**config.mk**
```make
export PLATFORM = sky130hd
export DESIGN_NAME = response_stage
export DESIGN_NICKNAME = d
export VERILOG_FILES = /design/src/rtl/response_stage_pkg.sv /design/src/rtl/response_stage_resp_fifo.sv /design/src/rtl/response_stage.sv
export SDC_FILE = /design/constraint.sdc
export NUM_CORES = 1
export LEC_CHECK = 0
export ABC_AREA = 1
export CAP_MARGIN = 0
export CELL_PAD_IN_SITES_DETAIL_PLACEMENT = 1
export CELL_PAD_IN_SITES_GLOBAL_PLACEMENT = 1
export CORE_AREA = 2 2 149 151
export DETAILED_ROUTE_END_ITERATION = 10
export DIE_AREA = 0 0 151 153
export MAX_ROUTING_LAYER = met4
export PLACE_DENSITY = 0.59
export SYNTH_ARGS = -nofsm -noshare
export SYNTH_HDL_FRONTEND = slang
export SYNTH_HIERARCHICAL = 1
export SYNTH_SLANG_ARGS = --single-unit
export TNS_END_PERCENT = 30
```
**constraint.sdc**
```tcl
create_clock -name clk_i -period 3.8 [get_ports clk_i]
set_input_delay 0.57 -clock clk_i [delete_from_list [all_inputs] [get_ports clk_i]]
set_output_delay 0.57 -clock clk_i [all_outputs]
set_load 0.02 [all_outputs]
```
**src/rtl/response_stage_pkg.sv**
```systemverilog
// Shared MPT walker types used by the response stage: walk transaction, packed response,
// and the flush FSM encoding.
package response_stage_pkg;

    typedef enum logic [1:0] {
        MPT_WALKING_IDLE = 2'd0,
        MPT_WALKING_DO   = 2'd1,
        MPT_WALKING_DONE = 2'd2,
        MPT_WALKING_ERR  = 2'd3
    } mpt_walking_e;

    typedef enum logic [2:0] {
        NO_ERROR        = 3'd0,
        NOT_VALID_ADDR  = 3'd1,
        RESERVED_FORMAT = 3'd2,
        MISALIGNED_PPN  = 3'd3,
        LEVEL_OVERFLOW  = 3'd4
    } page_format_fault_e;

    typedef union packed {
        logic [23:0] raw;
        struct packed {
            logic [11:0] ppn;
            logic [11:0] offset;
        } f;
    } spa_t_u;

    typedef struct packed {
        logic               valid;
        mpt_walking_e       walking;
        page_format_fault_e format_error;
        logic [1:0]         access_error;
        spa_t_u             spa;
    } mptw_transaction_t;

    typedef struct packed {
        logic               allow;
        page_format_fault_e format;
        logic [1:0]         access_err;
        spa_t_u             spa;
    } mptw_resp_t;

    typedef enum logic [1:0] {
        RUN   = 2'd0,
        FLUSH = 2'd1,
        DONE  = 2'd2
    } resp_fsm_e;

    // Access is granted only for a clean walk that actually ran.
    function automatic mptw_resp_t pack_resp(mptw_transaction_t t);
        mptw_resp_t r;
        r.allow      = (t.format_error == NO_ERROR) && (t.access_error == 2'b00) &&
                       (t.walking == MPT_WALKING_DO);
        r.format     = t.format_error;
        r.access_err = t.access_error;
        r.spa        = t.spa;
        return r;
    endfunction

endpackage

```
**src/rtl/response_stage_resp_fifo.sv**
```systemverilog
// Synchronous FIFO of packed walker responses; head is read straight from the storage flops.
// Pointers wrap naturally because DEPTH is a power of two.
module resp_fifo
    import response_stage_pkg::*;
#(
    parameter int  DEPTH = 4,
    localparam int PTR_W = $clog2(DEPTH),
    localparam int CNT_W = PTR_W + 1
) (
    input  logic             clk,
    input  logic             rst,
    input  logic             push,
    input  mptw_resp_t       push_data,
    input  logic             pop,
    input  logic             clear,
    output mptw_resp_t       head,
    output logic             full,
    output logic             empty,
    output logic [CNT_W-1:0] count
);

    mptw_resp_t       mem [DEPTH];
    logic [PTR_W-1:0] wr_ptr;
    logic [PTR_W-1:0] rd_ptr;

    always_ff @(posedge clk) begin
        if (push && !clear) begin
            mem[wr_ptr] <= push_data;
        end
    end

    always_ff @(posedge clk or posedge rst) begin
        if (rst) begin
            wr_ptr <= '0;
            rd_ptr <= '0;
            count  <= '0;
        end else if (clear) begin
            wr_ptr <= '0;
            rd_ptr <= '0;
            count  <= '0;
        end else begin
            if (push) begin
                wr_ptr <= wr_ptr + 1'b1;
            end
            if (pop) begin
                rd_ptr <= rd_ptr + 1'b1;
            end
            case ({push, pop})
                2'b10:   count <= count + 1'b1;
                2'b01:   count <= count - 1'b1;
                default: count <= count;
            endcase
        end
    end

    assign head  = mem[rd_ptr];
    assign full  = (count == CNT_W'(DEPTH));
    assign empty = (count == '0);

endmodule

```
**src/rtl/response_stage.sv**
```systemverilog
// Last MPT walker stage: turns completed walks into allow/deny responses queued in a small FIFO,
// runs the flush handshake and counts denied responses delivered to the requester.
module response_stage
    import response_stage_pkg::*;
#(
    parameter int PIPELINE_SLAVE_DATA_WIDTH = 32,
    parameter int RESP_FIFO_DEPTH           = 4,
    parameter int FAULT_CNT_WIDTH           = 16
) (
    input  logic                                  clk_i,
    input  logic                                  rst_i,
    input  logic [PIPELINE_SLAVE_DATA_WIDTH-1:0]  stage_slave_data,
    input  logic                                  stage_slave_valid,
    output logic                                  stage_slave_ready,
    output logic                                  resp_valid_o,
    input  logic                                  resp_ready_i,
    output logic                                  resp_allow_o,
    output logic [$bits(page_format_fault_e)-1:0] resp_format_o,
    output logic [1:0]                            resp_access_err_o,
    output logic [$bits(spa_t_u)-1:0]             resp_spa_o,
    input  logic                                  flush_i,
    output logic                                  flush_done_o,
    output logic [FAULT_CNT_WIDTH-1:0]            fault_cnt_o,
    output resp_fsm_e                             fsm_state_o
);

    localparam int CNT_W = $clog2(RESP_FIFO_DEPTH) + 1;

    // Handshake: a slave transfer happens when stage_slave_valid && stage_slave_ready,
    // a response transfer when resp_valid_o && resp_ready_i; neither ready looks at its valid.
    mptw_transaction_t txn;
    mptw_resp_t        head;
    resp_fsm_e         state_q;
    resp_fsm_e         state_d;
    logic              live_q;
    logic              fifo_push;
    logic              fifo_pop;
    logic              fifo_clear;
    logic              fifo_full;
    logic              fifo_empty;
    logic [CNT_W-1:0]  fifo_count;

    assign txn = stage_slave_data;

    // Holds ready low through reset and for the first edge after release.
    always_ff @(posedge clk_i or posedge rst_i) begin
        if (rst_i) begin
            live_q <= 1'b0;
        end else begin
            live_q <= 1'b1;
        end
    end

    assign stage_slave_ready = live_q && (state_q == RUN) &&
                               (fifo_count < CNT_W'(RESP_FIFO_DEPTH));
    assign resp_valid_o      = !fifo_empty && (state_q == RUN);

    // A transfer coinciding with a flush request is consumed but not queued.
    assign fifo_push  = stage_slave_valid && stage_slave_ready && txn.valid && !flush_i &&
                        !fifo_full;
    assign fifo_pop   = resp_valid_o && resp_ready_i;
    assign fifo_clear = (state_q == FLUSH);

    resp_fifo #(
        .DEPTH(RESP_FIFO_DEPTH)
    ) u_fifo (
        .clk      (clk_i),
        .rst      (rst_i),
        .push     (fifo_push),
        .push_data(pack_resp(txn)),
        .pop      (fifo_pop),
        .clear    (fifo_clear),
        .head     (head),
        .full     (fifo_full),
        .empty    (fifo_empty),
        .count    (fifo_count)
    );

    always_comb begin
        state_d = state_q;
        case (state_q)
            RUN:     state_d = flush_i ? FLUSH : RUN;
            FLUSH:   state_d = DONE;
            DONE:    state_d = RUN;
            default: state_d = RUN;
        endcase
    end

    always_ff @(posedge clk_i or posedge rst_i) begin
        if (rst_i) begin
            state_q <= RUN;
        end else begin
            state_q <= state_d;
        end
    end

    always_ff @(posedge clk_i or posedge rst_i) begin
        if (rst_i) begin
            fault_cnt_o <= '0;
        end else if (fifo_pop && !head.allow && (fault_cnt_o != '1)) begin
            fault_cnt_o <= fault_cnt_o + 1'b1;
        end
    end

    // Response fields read as zero whenever no response is offered.
    assign resp_allow_o      = resp_valid_o & head.allow;
    assign resp_format_o     = resp_valid_o ? head.format : '0;
    assign resp_access_err_o = resp_valid_o ? head.access_err : '0;
    assign resp_spa_o        = resp_valid_o ? head.spa.raw : '0;
    assign flush_done_o      = (state_q == DONE);
    assign fsm_state_o       = state_q;

endmodule

```
==> results of run 1 <==
==> state kept, by name (all words and copies together), names as in the netlist <==
| signal | cells |
|---|---|
| u_fifo/mem | 120 |
| fault_cnt_o | 16 |
| u_fifo/count | 3 |
| fsm_state_o | 2 |
| u_fifo/rd_ptr | 2 |
| u_fifo/wr_ptr | 2 |
| live_q | 1 |
==> cells by family (layout without fill, tap and decap cells) <==
| logic type | after synthesis | count (layout) |
|---|---|---|
| AND/OR/NAND/NOR | 238 | 238 |
| flip-flops | 146 | 146 |
| AO/OA/AOI/OAI | 102 | 102 |
| buffers and inverters | 89 | 190 |
| adder cells (fa/ha/maj) | 6 | 6 |
| XOR/XNOR | 6 | 6 |
| other | 1 | 4 |
==> power by group <==
part	internal, uW	switching (uW)	total (uW)	leakage, uW
Sequential	1780	73.4	1850	0.00143
Combinational	471	780	1250	0.00131
Clock	973	657	1630	0.000280
Total	3230	1510	4740	0.00302
==> layout by cell type (no fill, tap or decap), types with 3 or more instances in the layout <==
master and instances:
inv_1 62, o21ai_0 9, clkbuf_16 17, xnor2_1 6, edfxtp_1 120, ha_1 5
nor3_1 4, o22ai_1 30, clkdlybuf4s50_1 87, nand2_1 91, buf_4 7, nand4_1 5
nand3_1 11, o21ai_1 59, nor2_4 5, diode_2 3, inv_6 6, nor2_1 113
dfrtp_1 25
==> through the flow <==
stage / util / power [uW] / setup slack, ns
4_1_cts: 0.3751 / 4815 / 0.3567
5_1_grt: 0.3754 / 5023 / 0.1470
6_report: 0.3755 / 4735 / 0.4383
3_5_place_dp: 0.3482 / 3166 / 0.7803
2_1_floorplan: - / 2717 / 0.3771
3_3_place_gp: 0.3482 / 3128 / 0.8333
==> final cells by class <==
class | count | area (sq um)
fill | 2392 | 13420
sequential | 146 | 4255
multi-input combinational | 353 | 1704
timing repair buffer | 94 | 923.4
clock buffer | 17 | 425.4
tap | 280 | 350.3
inverter | 65 | 249.0
clock inverter | 14 | 152.6
antenna | 3 | 7.507
==> worst paths after layout <==
path,from,to,cells past startpoint
max,u_fifo/rd_ptr[0],resp_allow_o,6
min,rst_i,u_fifo/count[0],2
max reg2reg,fsm_state_o[1],u_fifo/mem[1][10],8
min reg2reg,fault_cnt_o[15],fault_cnt_o[15],2
max in group asynchronous,rst_i,fault_cnt_o[4],2
min in group clk_i,fault_cnt_o[15],fault_cnt_o[15],2
==> metal layers <==
metal,track usage,vias up
met5,-,-
met4,0.02982,0
li1,-,2171
met3,0.05164,10
met2,0.2374,81
met1,0.1732,2170
==> results.json, run 1 <==
{
  "outcome": "complete, no violations",
  "clockBufferDepth": 2,
  "cts_tree": "done",
  "antenna_found_initial": 2,
  "synthFlopType": "edfxtp_1",
  "finalSetupViolCount": 0,
  "met2_length_um": 7454,
  "first_pass_iters": 4,
  "clock_skew_ns": 0.007179,
  "slowest_stage": "clkdlybuf4s50_1",
  "synth_top_family_by_area": "simple AND/OR/NAND/NOR gates",
  "ant_nets": 0,
  "synth_simple_gate_area_share": 0.1532,
  "die_h_um": 153,
  "final_area_sq_um": 8068,
  "power_leakage_uw": 0.003017,
  "syn_area_per_cell_sq_um": 10.81,
  "synth_cell_types": 32,
  "worst-setup-path-type": "reg2out",
  "cp-start-kind": "flop",
  "async_reset_ff_frac": 0.1781,
  "max_clock_freq_ghz": 0.2975,
  "cts.sinks": 146,
  "hold_path.class": "in2async",
  "netlist_instances": 588,
  "gp_congestion": 0.8060,
  "max-cap-violations": 0,
  "cts_hold_buf": 0,
  "synth-xor-area-share": 0.008271,
  "pin_count": 88,
  "cts_made_buffers": 17,
  "io_buffers": 87,
  "drt-met1-wl_um": 6958,
  "period_minus_slack_ns": 3.362,
  "dpl.hpwl_um": 10020,
  "routedWlPerCell_um": 15.76,
  "crit_chain": "buf_4, o21ai_1, o22ai_1, inv_1, nor2_1, clkdlybuf4s50_1",
  "synth_top_area_share": 0.5672,
  "rows": 54,
  "synth_area_leaders": "edfxtp_1 57%, dfrtp_1 10%, nor2_1 6.9%, nand2_1 5.4%, o21ai_1 4.6%",
  "worstMarginPinSlew_ns": 0.9250,
  "cp.required_ns": 3.23,
  "topRoutingLayerUsed": "met4",
  "yosysMostFrequentCell": "edfxtp_1",
  "ys_warn_count": 6,
  "fin_crit_sh": 0.8847,
  "hold_viol": 0,
  "grt_pass1_wl_um": 24820,
  "grt_max_degree": 62,
  "yosysSeqAreaShare": 0.6696,
  "dieArea_sq_um": 23100,
  "r2r_slack_ns": 1.02,
  "drive_above_1_share": 0.07837,
  "arrival_ns": 2.79,
  "die_width_um": 151,
  "yosys-top-cells-count": "120 x edfxtp_1, 117 x nor2_1, 91 x nand2_1",
  "wl_met3_um": 794,
  "core_sq_um": 21490,
  "yosysTopAreaCell": "edfxtp_1",
  "dp.cells": 938,
  "grt_usage": 0.1451,
  "layout.nets": 720,
  "clk_pin_slew_worst_paths_ns": 0.06,
  "synth_fa_ha_area_frac": 0.01300,
  "cp_top_family": "buffers and inverters",
  "grt-ovfl-total": 0,
  "drv_slew": 0,
  "clk_latency_ns": 0.41,
  "initial_core_util": 0.2957,
  "cts-root-buf": "clkbuf_16",
  "cp-end-kind": "primary output",
  "syn_area_sq_um": 6354,
  "drc": 0,
  "grt_setup_unrepaired": "no",
  "place_area_sq_um": 7482,
  "tns_ns": 0,
  "finalNonFillerCells": 972,
  "synth_fp_nets": 631,
  "synth_mux_area_frac": 0,
  "grt_pass1_vias": 4781,
  "vias": 4432,
  "power_density_nw_per_um2": 586.9,
  "slew_headroom": 0.3811,
  "irDropWorstVdd_v": 0.0003002,
  "cts_resized": 0,
  "path_max_fanout": 43,
  "synth_enable_flop_cells": 120,
  "dr.first_iter.drc_count": 175,
  "synth-compound-area-share": 0.08842,
  "cts_setup_buffers": 0,
  "viasPerCell": 4.560,
  "drt-total-wl_um": 15320,
  "path_buf_inv": 3,
  "htreeDepth": 4,
  "area_delta_synth_final_pct": 26.98,
  "whs_ns": 0.4445,
  "cp_slowest_stage_delay_ns": 0.63,
  "yosys_register_bits": 146
}
No activity file was read; power rests on OpenSTA's default activity.
==> run 2, diff against run 1 <==
CTS_CLUSTER_DIAMETER = 40   (was default)
==> results of run 2 <==
Same layout as run 1: the final DEF is identical, and so are final timing and power.
==> run 3, diff against run 2 <==
PLACE_DENSITY = default   (was 0.59)
PLACE_DENSITY_LB_ADDON = 0.1   (was default)
==> results.json, run 3 (same netlist as run 1, synthesis figures left out) <==
{
  "initial_core_util": 0.2957,
  "finalNonFillerCells": 977,
  "grt_setup_unrepaired": "no",
  "clk_latency_ns": 0.42,
  "power_density_nw_per_um2": 585.0,
  "cp_slowest_stage_delay_ns": 0.65,
  "path_max_fanout": 41,
  "layout_commonest_cell": "edfxtp_1",
  "power.total_uw": 4751,
  "largest_reg_flops": 120,
  "rows": 54,
  "drc": 0,
  "ant_nets": 0,
  "worst-setup-path-type": "reg2out",
  "dpl.hpwl_um": 10480,
  "worstSetupStartpoint": "u_fifo/rd_ptr[0]",
  "finalSetupViolCount": 0,
  "dp.cells": 943,
  "max_clock_freq_ghz": 0.2957,
  "area_delta_synth_final_pct": 27.83,
  "dr.first_iter.drc_count": 176,
  "cts.sinks": 146,
  "cts_made_buffers": 17,
  "outcome": "complete, no violations",
  "crit_cells": 6,
  "regMostFlops": "u_fifo/mem",
  "cp-end-kind": "primary output",
  "r2r-start": "fsm_state_o[1]",
  "die_width_um": 151,
  "cts_tree": "done",
  "slowest_stage": "dfrtp_2",
  "core_sq_um": 21490,
  "htreeDepth": 4,
  "slew_headroom": 0.4891,
  "viasPerCell": 4.537,
  "grt_max_degree": 62,
  "mostFrequentLayoutCells": "120 x edfxtp_1, 113 x nor2_1, 91 x nand2_1, 87 x clkdlybuf4s50_1, 62 x inv_1",
  "cp.required_ns": 3.23,
  "path_buf_inv": 3,
  "max-cap-violations": 0,
  "grt_usage": 0.1512,
  "drt-total-wl_um": 16150,
  "first_pass_iters": 4,
  "dieArea_sq_um": 23100,
  "grt_pass1_wl_um": 25540,
  "grt_pass1_vias": 4695,
  "period_minus_slack_ns": 3.382,
  "die_h_um": 153,
  "vias": 4433,
  "cp_top_family": "buffers and inverters",
  "clock_skew_ns": 0.01008,
  "clk_pin_slew_worst_paths_ns": 0.06,
  "r2r_end": "u_fifo/mem[2][19]",
  "gp_congestion": 0.7514,
  "cts-root-buf": "clkbuf_16",
  "drive_above_1_share": 0.08633,
  "fin_crit_sh": 0.8901,
  "hold_viol": 0,
  "arrival_ns": 2.81,
  "cts_hold_buf": 0,
  "routedWlPerCell_um": 16.53,
  "top_regs": "u_fifo/mem x120, fault_cnt_o x16, u_fifo/count x3",
  "cts_resized": 0,
  "cp-start-kind": "flop",
  "clockBufferDepth": 2,
  "irDropWorstVdd_v": 0.0002786,
  "antenna_found_initial": 2,
  "endpoint": "resp_format_o[1]",
  "cts_setup_buffers": 0,
  "io_buffers": 87,
  "tns_ns": 0,
  "hold_path.class": "in2async",
  "r2r_slack_ns": 1.19,
  "reg2reg_depth": 9,
  "drv_slew": 0,
  "pin_count": 88,
  "crit_chain": "buf_4, o21ai_1, o22ai_1, inv_1, nor2_1, clkdlybuf4s50_1",
  "grt-ovfl-total": 0,
  "layout.nets": 725,
  "power_leakage_uw": 0.003039,
  "worstMarginPinSlew_ns": 0.7636
}
==> run 3: cell count changes in the layout (fill, tap and decap cells not counted) <==
cell | previous run | this run
clkinv_4 | 1 | 3
buf_4 | 7 | 10
diode_2 | 3 | 2
clkinv_2 | 2 | 0
bufinv_16 | 2 | 1
clkinvlp_4 | 2 | 3
inv_6 | 6 | 7
buf_12 | 0 | 2
==> run 3: cell type report <==
| class | instances | area, sq um |
|---|---|---|
| well taps | 280 | 350.3 |
| clock inverters | 15 | 146.4 |
| inverters | 65 | 249.0 |
| diodes | 2 | 5.005 |
| flip-flops and latches | 146 | 4255 |
| fillers | 2388 | 13360 |
| repair buffers | 99 | 985.9 |
| multi-input cells | 353 | 1704 |
| clock buffers | 17 | 425.4 |
==> run 3: report_power, final <==
part           switching (uW)  internal (uW)
logic                     791            479
clock network             703            917
registers                80.7           1780
==> run 3: metrics by stage <==
stage	setup WS (ns)	utilization	area (sq um)	hold slack (ns)
2_1_floorplan	0.3771	-	6354	0.3734
6_report	0.4178	0.3780	8122	0.4292
5_1_grt	0.2622	0.3780	8122	0.4528
3_5_place_dp	0.8442	0.3512	7545	0.5526
4_1_cts	0.3843	0.3778	8117	0.4339
3_3_place_gp	0.8824	0.3512	7545	0.5510
==> run 3: layer usage <==
metal / global-route usage / wire length, um / up-vias
met1: 0.1855 / 7384 / 2161
met4: 0.04628 / 185 / 0
met2: 0.2487 / 8025 / 76
met3: 0.03373 / 555 / 18
li1: - / - / 2178
met5: - / 0 / -
==> run 3: worst min path at each step <==
stage | startpoint | end | cells past startpoint
final | rst_i | u_fifo/count[1] | 2
after CTS | rst_i | u_fifo/count[2] | 2
after detailed placement | fault_cnt_o[15] | fault_cnt_o[15] | 2
after global routing | rst_i | u_fifo/count[2] | 2
after global placement | u_fifo/count[1] | u_fifo/count[1] | 2
after floorplan | rst_i | u_fifo/count[0] | 1
==> variant (config.mk and constraints of run 1) <==
The parameter `RESP_FIFO_DEPTH` goes from 4 to 2.
--- a/src/rtl/response_stage.sv
+++ b/src/rtl/response_stage.sv
@@ -4,7 +4,7 @@
     import response_stage_pkg::*;
 #(
     parameter int PIPELINE_SLAVE_DATA_WIDTH = 32,
-    parameter int RESP_FIFO_DEPTH           = 4,
+    parameter int RESP_FIFO_DEPTH           = 2,
     parameter int FAULT_CNT_WIDTH           = 16
 ) (
     input  logic                                  clk_i,
Function: changed (a bounded check fails within 4 cycles, from zero or initial values and one cycle with rst_i high).
==> variant against run 1 <==
Sequential cell count decreased by 63. Worst setup slack improved by 270 ps. Area after synthesis decreased by 37%. Power decreased by 37%. Cell area decreased by 32%. Largest cell class unchanged. Count of clock-buffer cells in the layout decreased by 8. Die area unchanged. Routed wire length decreased by 37%. Critical path type unchanged. Synthesized cell count decreased by 38%.
==> variant: results <==
group,metric,value,unit
logic_synthesis,synth_fa_ha_area_share,0.3151,%
grt,grt_antenna_before_repair,0,
grt,grt_pass1_vias,2990,
power,p_leak,2.170,nW
final_layout,n_antenna_cell,0,
final_layout,nets,493,
clock_tree,cts_buffers,9,
route,drt-met1-wl,4370,microns
route,drt_iter0_drc,102,
setup_path,reg2reg_depth,6,
final_layout,num-fill-cells,2449,
logic_synthesis,synth-edff-count,60,
grt,met2_usage,14.94,%
clock_tree,cts_max_level,3,
timing,max_slew_margin,39.73,%
placement,place_congestion,0.7250,
final_layout,reg.largest.list,"u_fifo/mem: 60 flops, fault_cnt_o: 16 flops",
status,status,"finished, final reports clean",
logic_synthesis,synth-compound-area-share,1.418,%
logic_synthesis,yosys-top-cells-area,"edfxtp_1 (45%), dfrtp_1 (14%), mux2_4 (11%)",
setup_path,crit_path_end,"resp_spa_o[22]",
setup_path,arrival,2520,ps
logic_synthesis,synth_cell_type_count,28,
logic_synthesis,synth_nets,402,
grt,grt_pass1_wl,15500,microns
route,via_per_inst,3.734,
logic_synthesis,ys_seq_area_share,59.86,%
route,wl_met3,520,microns
power,ir_worst_vdd,192.0,uV
setup_path,crit_fanout,25,
timing,fin_skew,4.887,ps
route,wl_per_cell,13.01,microns
logic_synthesis,synth_common_cells,"nand2_1 (82), edfxtp_1 (60), inv_1 (57), nor2_1 (56), mux2_4 (28)",
[variant: area by class of cell]
cell class	count	area share (%)
Clock buffer	9	4.135
Sequential cell	83	43.67
Clock inverter	7	1.815
Multi-Input combinational cell	215	23.75
Tap cell	280	6.432
Inverter	57	3.928
Timing Repair Buffer	89	16.26
[variant: critical path: stages, from the launching register on]
cell,delay (ps)
dfrtp_2,870
buf_4,320
mux2_4,310
inv_1,60
nor2_1,50
clkdlybuf4s50_1,570
[variant: through the flow]
step / instances / util [%] / hold slack, ps / instance area (sq um) / setup slack (ps)
finish: 740 / 25.35 / 468.3 / 5446 / 707.9
global route: 740 / 25.35 / 476.2 / 5446 / 562.2
CTS: 740 / 25.35 / 454.9 / 5446 / 633.2
detailed placement: 724 / 23.84 / 514.9 / 5122 / 925.9
global placement: 724 / 23.84 / 505.6 / 5122 / 977.2
floorplan: 364 / - / 336.1 / 3971 / 608.6
